File: config.mk
export PLATFORM = sky130hd
export DESIGN_NAME = ysyx_25040118_pipe_stage
export DESIGN_NICKNAME = d
export VERILOG_FILES = /design/src/rtl/ysyx_25040118_pipe_stage.sv
export SDC_FILE = /design/constraint.sdc
export NUM_CORES = 1
export LEC_CHECK = 0
export CAP_MARGIN = 20
export CELL_PAD_IN_SITES_DETAIL_PLACEMENT = 0
export CELL_PAD_IN_SITES_GLOBAL_PLACEMENT = 1
export CORE_UTILIZATION = 30
export DETAILED_ROUTE_END_ITERATION = 10
export GPL_ROUTABILITY_DRIVEN = 0
export PLACE_DENSITY_LB_ADDON = 0.1
export SYNTH_ARGS = -nofsm -noshare
export SYNTH_HDL_FRONTEND = slang
export SYNTH_SLANG_ARGS = --single-unit
File: constraint.sdc
create_clock -name clk -period 1.5 [get_ports clk]
set_input_delay 0.375 -clock clk [delete_from_list [all_inputs] [get_ports clk]]
set_output_delay 0.375 -clock clk [all_outputs]
set_load 0.01 [all_outputs]
File: src/rtl/ysyx_25040118_pipe_stage.sv
// Pipeline register slice carrying one WIDTH-bit payload per valid/ready
// transfer. MODE selects a plain enable register (0), a forward-registered
// pipe (1) or a two-entry skid buffer whose in_ready comes from a flop (2).
module ysyx_25040118_pipe_stage #(
  parameter int unsigned       WIDTH     = 32,
  parameter logic [WIDTH-1:0]  RESET_VAL = '0,
  parameter int unsigned       MODE      = 1,
  parameter int unsigned       CNT_W     = 16
) (
  input  logic             clk,
  input  logic             rst,
  input  logic             flush,
  input  logic             in_valid,
  output logic             in_ready,
  input  logic [WIDTH-1:0] in_data,
  output logic             out_valid,
  input  logic             out_ready,
  output logic [WIDTH-1:0] out_data,
  output logic [1:0]       occupancy,
  output logic [CNT_W-1:0] stall_cnt
);

  localparam logic [CNT_W-1:0] CNT_MAX = '1;

  logic [WIDTH-1:0] skid_q;
  logic             skid_valid_q;
  logic             ready_q;

  logic [WIDTH-1:0] main_d;
  logic             valid_d;
  logic [WIDTH-1:0] skid_d;
  logic             skid_valid_d;
  logic [CNT_W-1:0] stall_d;
  logic [1:0]       occ_d;
  logic             in_fire;
  logic             out_fire;

  // Upstream ready: mode 2 uses only flopped state, mode 1 looks through to out_ready
  always_comb begin
    in_ready = 1'b0;
    if (MODE == 0) begin
      in_ready = !rst;
    end else if (MODE == 1) begin
      in_ready = !rst && !flush && (!out_valid || out_ready);
    end else begin
      in_ready = !rst && ready_q && !flush;
    end
  end

  assign in_fire  = in_valid && in_ready;
  assign out_fire = out_valid && out_ready;

  // Next-state for main and skid entries; flush wins over any handshake
  always_comb begin
    main_d       = out_data;
    valid_d      = out_valid;
    skid_d       = skid_q;
    skid_valid_d = skid_valid_q;
    if (MODE == 0) begin
      if (flush) begin
        valid_d = 1'b0;
      end else begin
        valid_d = in_valid;
        if (in_valid) main_d = in_data;
      end
    end else if (flush) begin
      valid_d      = 1'b0;
      skid_valid_d = 1'b0;
    end else if (MODE == 1) begin
      if (in_fire) begin
        main_d  = in_data;
        valid_d = 1'b1;
      end else if (out_fire) begin
        valid_d = 1'b0;
      end
    end else begin
      if (out_fire) begin
        if (skid_valid_q) begin
          main_d       = skid_q;
          skid_valid_d = 1'b0;
        end else if (in_fire) begin
          main_d = in_data;
        end else begin
          valid_d = 1'b0;
        end
      end else if (in_fire) begin
        if (!out_valid) begin
          main_d  = in_data;
          valid_d = 1'b1;
        end else begin
          skid_d       = in_data;
          skid_valid_d = 1'b1;
        end
      end
    end
  end

  // Saturating back-pressure count and registered occupancy
  always_comb begin
    stall_d = stall_cnt;
    if (out_valid && !out_ready && (stall_cnt != CNT_MAX)) begin
      stall_d = stall_cnt + CNT_W'(1);
    end
    occ_d = 2'(valid_d) + 2'(skid_valid_d);
  end

  // State registers; reset drops every held entry immediately
  always_ff @(posedge clk or posedge rst) begin
    if (rst) begin
      out_data     <= RESET_VAL;
      out_valid    <= 1'b0;
      skid_q       <= RESET_VAL;
      skid_valid_q <= 1'b0;
      ready_q      <= 1'b1;
      occupancy    <= 2'd0;
      stall_cnt    <= '0;
    end else begin
      out_data     <= main_d;
      out_valid    <= valid_d;
      skid_q       <= skid_d;
      skid_valid_q <= skid_valid_d;
      ready_q      <= !skid_valid_d;
      occupancy    <= occ_d;
      stall_cnt    <= stall_d;
    end
  end

endmodule

### After elaboration in Yosys (flattened, before gate mapping)

Cells that the tools add are included.

* bits of input ports: 37
* output and inout port bits: 52
* register bits after elaboration: 52
* logic and storage cells: 25

* bitwise gates (word level): 1
* equal/unequal tests: 1
* add/subtract/negate cells: 2
* reduce and logical (&&, ||, !) cells: 12
* mux-type cells: 4

Operators by type and width (count)
* adder 16 x 1 -> 16 bit, second input constant: 1
* != test 16 bit, second input constant: 1
* logical AND 1 bit: 6
* logical NOT 1 bit: 4
* 2-to-1 mux 1 bit: 4
* adder 1 x 1 -> 2 bit: 1
* AND reduction 2 bit: 1
* logical OR 1 bit: 1
* inverter 1 bit: 1

### Logic depth before layout (Yosys ltp)

Gate-level depths: netlist (run 1).

* depth in word-level cells: 7
* mapped depth: 6
* depth with buffers taken out: 5

### Worst setup path after synthesis (run 1)

OpenSTA, ideal clock, no wires.

* path kind: register to register
* start: reg out_valid
* end: reg occupancy[0]
* buffers on the path: 1
* arrival time: 1.749 ns
* clock period less this slack: 1.875 ns
* cell stages (with the launch flop): 7
* data required time: 1.374 ns
* library setup time: 0.126 ns
* setup slack: -0.375 ns
* cell sequence: dfrtp_1 -> nand2b_1 -> nor3b_1 -> nand2_1 -> buf_2 -> a21oi_1 -> ha_1

* cells in the longest elaborated chain, start to end: 7
* elaborated cells between the ends (all ways): 9
* classes of those cells: add/sub: 1; mux: 3; reduce/logical: 5

RTL lines
* start: declaration: line 16 `output logic out_valid,`
* start signal: assignment: line 119 `out_valid <= valid_d;`
* logical NOT 1 bit
* logical OR 1 bit: line 44 `in_ready = !rst && !flush && (!out_valid || out_ready);`
* logical AND 1 bit: line 44
* via in_ready: line 14 `output logic in_ready,`
* logical AND 1 bit: line 50 `assign in_fire = in_valid && in_ready;`
* 2-to-1 mux 1 bit: line 70 `if (in_fire) begin`
* 2-to-1 mux 1 bit: line 66 `end else if (flush) begin`
* via valid_d: line 30 `logic valid_d;`
* adder 1 x 1 -> 2 bit: line 104 `occ_d = 2'(valid_d) + 2'(skid_valid_d);`
* via occ_d[0]: line 34 `logic [1:0] occ_d;`
* end signal: assignment: line 115 `occupancy <= 2'd0;`
* end signal: assignment: line 123 `occupancy <= occ_d;`
* end: declaration: line 19 `output logic [1:0] occupancy,`

The timed path passes the listed nets, and every way through them passes these cells.
A chain may end at the register's enable or synchronous reset.

### Worst setup path after layout (run 1)

* start: reg stall_cnt[4]
* end: reg stall_cnt[12]

* cells in the longest elaborated chain, start to end: 2
* elaborated cells between the ends (all ways): 3
* classes of those cells: add/sub: 1; eq/ne: 1; reduce/logical: 1

RTL lines
* start: declaration: line 20 `output logic [CNT_W-1:0] stall_cnt`
* start signal: assignment: line 124 `stall_cnt <= stall_d;`
* parallel branches: the longest is 2 deep, another holds adder 16 x 1 -> 16 bit

Parallel ways; which one is timed is not known.

==> flow_summary.yaml, run 1 <==
outcome:
  status: "finished with violations"
  violations: "negative setup slack"
floorplanning:
  io_pins: 89
  coreArea_um2: 6830
  die-area_um2: 7470
  die_h_um: 86.4
  dieWidth_um: 86.4
  rows: 30
  initial_core_util_pct: 31.3
logic_synthesis:
  synth_top_family_by_area: "multiplexers"
  synth_edf_count: 0
  synth_seq_cells: 52
  synth_mux_area_share_pct: 18.4
  synth_warnings: 0
  ys_seq_area_share_pct: 60.9
  synthTopCellsByArea: "dfrtp_1 61%, mux2_2 17%, xor2_1 3.3%, xnor2_1 2.0%, nor2_1 1.4%"
  synth_fa_ha_area_share_pct: 1.17
  netlist-cell-type-count: 30
  yosysMostFrequentCell: "dfrtp_1"
  async_reset_ff_share_pct: 100
  synth_xor_area_share_pct: 5.32
  synth-simple-area-share_pct: 12.1
  synth_common_cells: "52 x dfrtp_1, 33 x mux2_2, 8 x nor2_1, 8 x xor2_1, 7 x nand2_1"
  synth.avg_cell_area_um2: 14.1
  synthCells: 152
  synth_top_area_cell: "dfrtp_1"
  synth_compound_area_share_pct: 0.936
  netlist_area_um2: 2140
  synth_ff_type: "dfrtp_1"
  synth_nets: 191
  synth_top_area_share_pct: 60.9
clocking:
  cts_max_path_buffers: 2
  cts_tree: "built"
  cts_hold_buf: 0
  numCtsBuffers: 5
  clock_latency_ns: 0.31
  cts_root_buffer: "clkbuf_8"
  path_clk_slew_ns: 0.10
  clkSinkCount: 52
  htree_num_levels: 2
power_and_ir_drop:
  ir_drop_mv: 0.448
  power_density_nw_per_um2: 943
  p_leak_nw: 1.78
  fin_total_pwr_w: 0.00348
sta:
  slew_viol_final: 0
  fin_worst_skew_ns: 0.00427
  min_period_over_period_pct: 111
  fmax_mhz: 601
  hold_viol: 0
  rsz0062_at_grt: "true"
  tightestPinTransition_ns: 0.286
  period_needed_ns: 1.66
  setup_viol: 13
  maxSlewHeadroom_pct: 80.8
  setup_ws_ns: -0.164
setup_path:
  crit_chain: "buf_4 -> nand4_4 -> or4_4 -> nor2_4 -> mux2_4"
  cp_max_fo: 2
  startpoint_type: "flip-flop"
  r2r-start: "stall_cnt[4]$_DFFE_PP0P_"
  cpPeakStageDelay_ns: 0.58
  end_kind: "flip-flop"
  critPathKind: "reg2reg"
  required_ns: 1.70
  crit_buf_inv: 1
  crit_path_top_delay_cell: "or4_4"
  crit_family: "simple AND/OR/NAND/NOR gates"
  r2r_slack_ns: -0.16
  worstPathArrival_ns: 1.86
  startpoint: "stall_cnt[4]$_DFFE_PP0P_"
finish:
  design_area_um2: 3690
  layout.nets: 335
  drive_gt1_share_pct: 41.8
  syn2layout_area_growth_pct: 72.4
  diodes: 0
hold_path:
  hold_class: "in2async"
detailed_routing:
  vias: 1701
  viasPerCell: 4.33
  routed_wl_mm: 5.20
  wl_per_cell_um: 13.2
  ant_nets: 0
  remaining_drc_errors: 0
  dr.pass1.iters: 3
  drt_iter0_markers: 42
placement:
  placed_cell_area_um2: 3470
  port_buffers: 88
  dp_hpwl_mm: 3.81
  pre_cts_ws_ns: -0.651
grt:
  grt_pass1_wl_mm: 8.11
  antenna_found_initial: 0
  grtUsageTotal_pct: 14.2
  grt_pass1_vias: 1666
  grt_max_degree: 29
  grt-ovfl-total: 0
flow_run:
  drv_cap: 0
## logic make-up (layout without fill, tap and decap cells)
kind of cell / count (synthesis) / in the layout
buf+inv: 6 / 151
flops: 52 / 52
xor+xnor: 13 / 13
mux: 35 / 35
compound gates: 3 / 3
fa+ha+maj: 2 / 2
simple gates: 41 / 41
## power by group
group | leakage, nW | switching [W] | internal [W]
clock | 0.0485 | 0.000486 | 0.000335
combinational | 1.08 | 0.000391 | 0.000543
sequential | 0.651 | 0.000106 | 0.00162
total | 1.78 | 0.000983 | 0.00249
## worst register-to-register path, stage by stage (launching register included)
cell and delay [ns]:
dfrtp_1 0.35, buf_4 0.12, nand4_4 0.10, or4_4 0.58
nor2_4 0.11, mux2_4 0.30
## per-layer routing
metal  wire length, µm  track usage (%)  part of all wire [%]
met4                61             5.45                   1.2
met5                 0                0                     0
met2              2480             22.8                    48
met3               380             4.10                   7.3
met1              2280             18.0                    44
## metrics by stage
stage	hold slack (ns)	instances	setup TNS [ns]	util, %
5_1_grt	0.409	393	-2.02	54.0
3_5_place_dp	0.491	373	-20.14	50.8
2_1_floorplan	0.430	152	-0.505	-
3_3_place_gp	0.486	373	-19.17	50.8
6_report	0.400	393	-0.838	54.0
4_1_cts	0.398	392	-1.07	53.6
## registers in the layout, summed over array words and instances (netlist names)
register      count
out_valid         1
skid_valid_q      1
stall_cnt        16
occupancy         2
out_data         32
## timing repair
action | in CTS | in global routing
pin swaps | 13 | 13
setup endpoints to repair | 98 | 24
setup buffers | 11 | 5
gates resized for setup | 93 | 19
## layout by cell type (no fill, tap or decap), drive strengths merged
cell,synthesis,layout
dlygate4sd2,0,37
nor2,9,9
clkbuf,0,10
nor3b,1,1
nor2b,1,1
nand4,4,4
nor4,2,2
or3,1,1
clkdlybuf4s15,0,10
o211ai,2,2
mux2,34,34
mux2i,1,1
xor2,8,8
or4,1,1
clkdlybuf4s50,0,33
inv,3,3
buf,3,55
nand3b,1,1
nand4b,2,2
ha,2,2
clkinvlp,0,1
nand2,7,7
and3,2,2
dfrtp,52,52
and4b,1,1
xnor2,5,5
a21oi,1,1
nand2b,1,1
nor3,2,2
nand3,5,5
nor4b,1,1
clkinv,0,2
## final timing paths
path / to / cells after the start
max: stall_cnt[12]$_DFFE_PP0P_ / 5
min: out_data[13]$_DFFE_PP0P_ / 4
max reg2reg: stall_cnt[12]$_DFFE_PP0P_ / 5
min reg2reg: out_data[2]$_DFFE_PP0P_ / 1
max in group asynchronous: out_data[3]$_DFFE_PP0P_ / 4
min in group clk: out_data[2]$_DFFE_PP0P_ / 1
## layout make-up
type                    instances  area [µm²]
fillers                       628        3140
flip-flops and latches         52        1300
repair buffers                140        1230
multi-input cells              94         922
well taps                      96         120
clock buffers                   5        68.8
clock inverters                 3        22.5
inverters                       3        15.0
Note: power is estimated with default switching activity, not from simulation.
==> run 2, diff against run 1 <==
CORE_MARGIN = 1   (was not set)
==> results of run 2 <==
Final layout, timing and power as in run 1 (identical DEF).
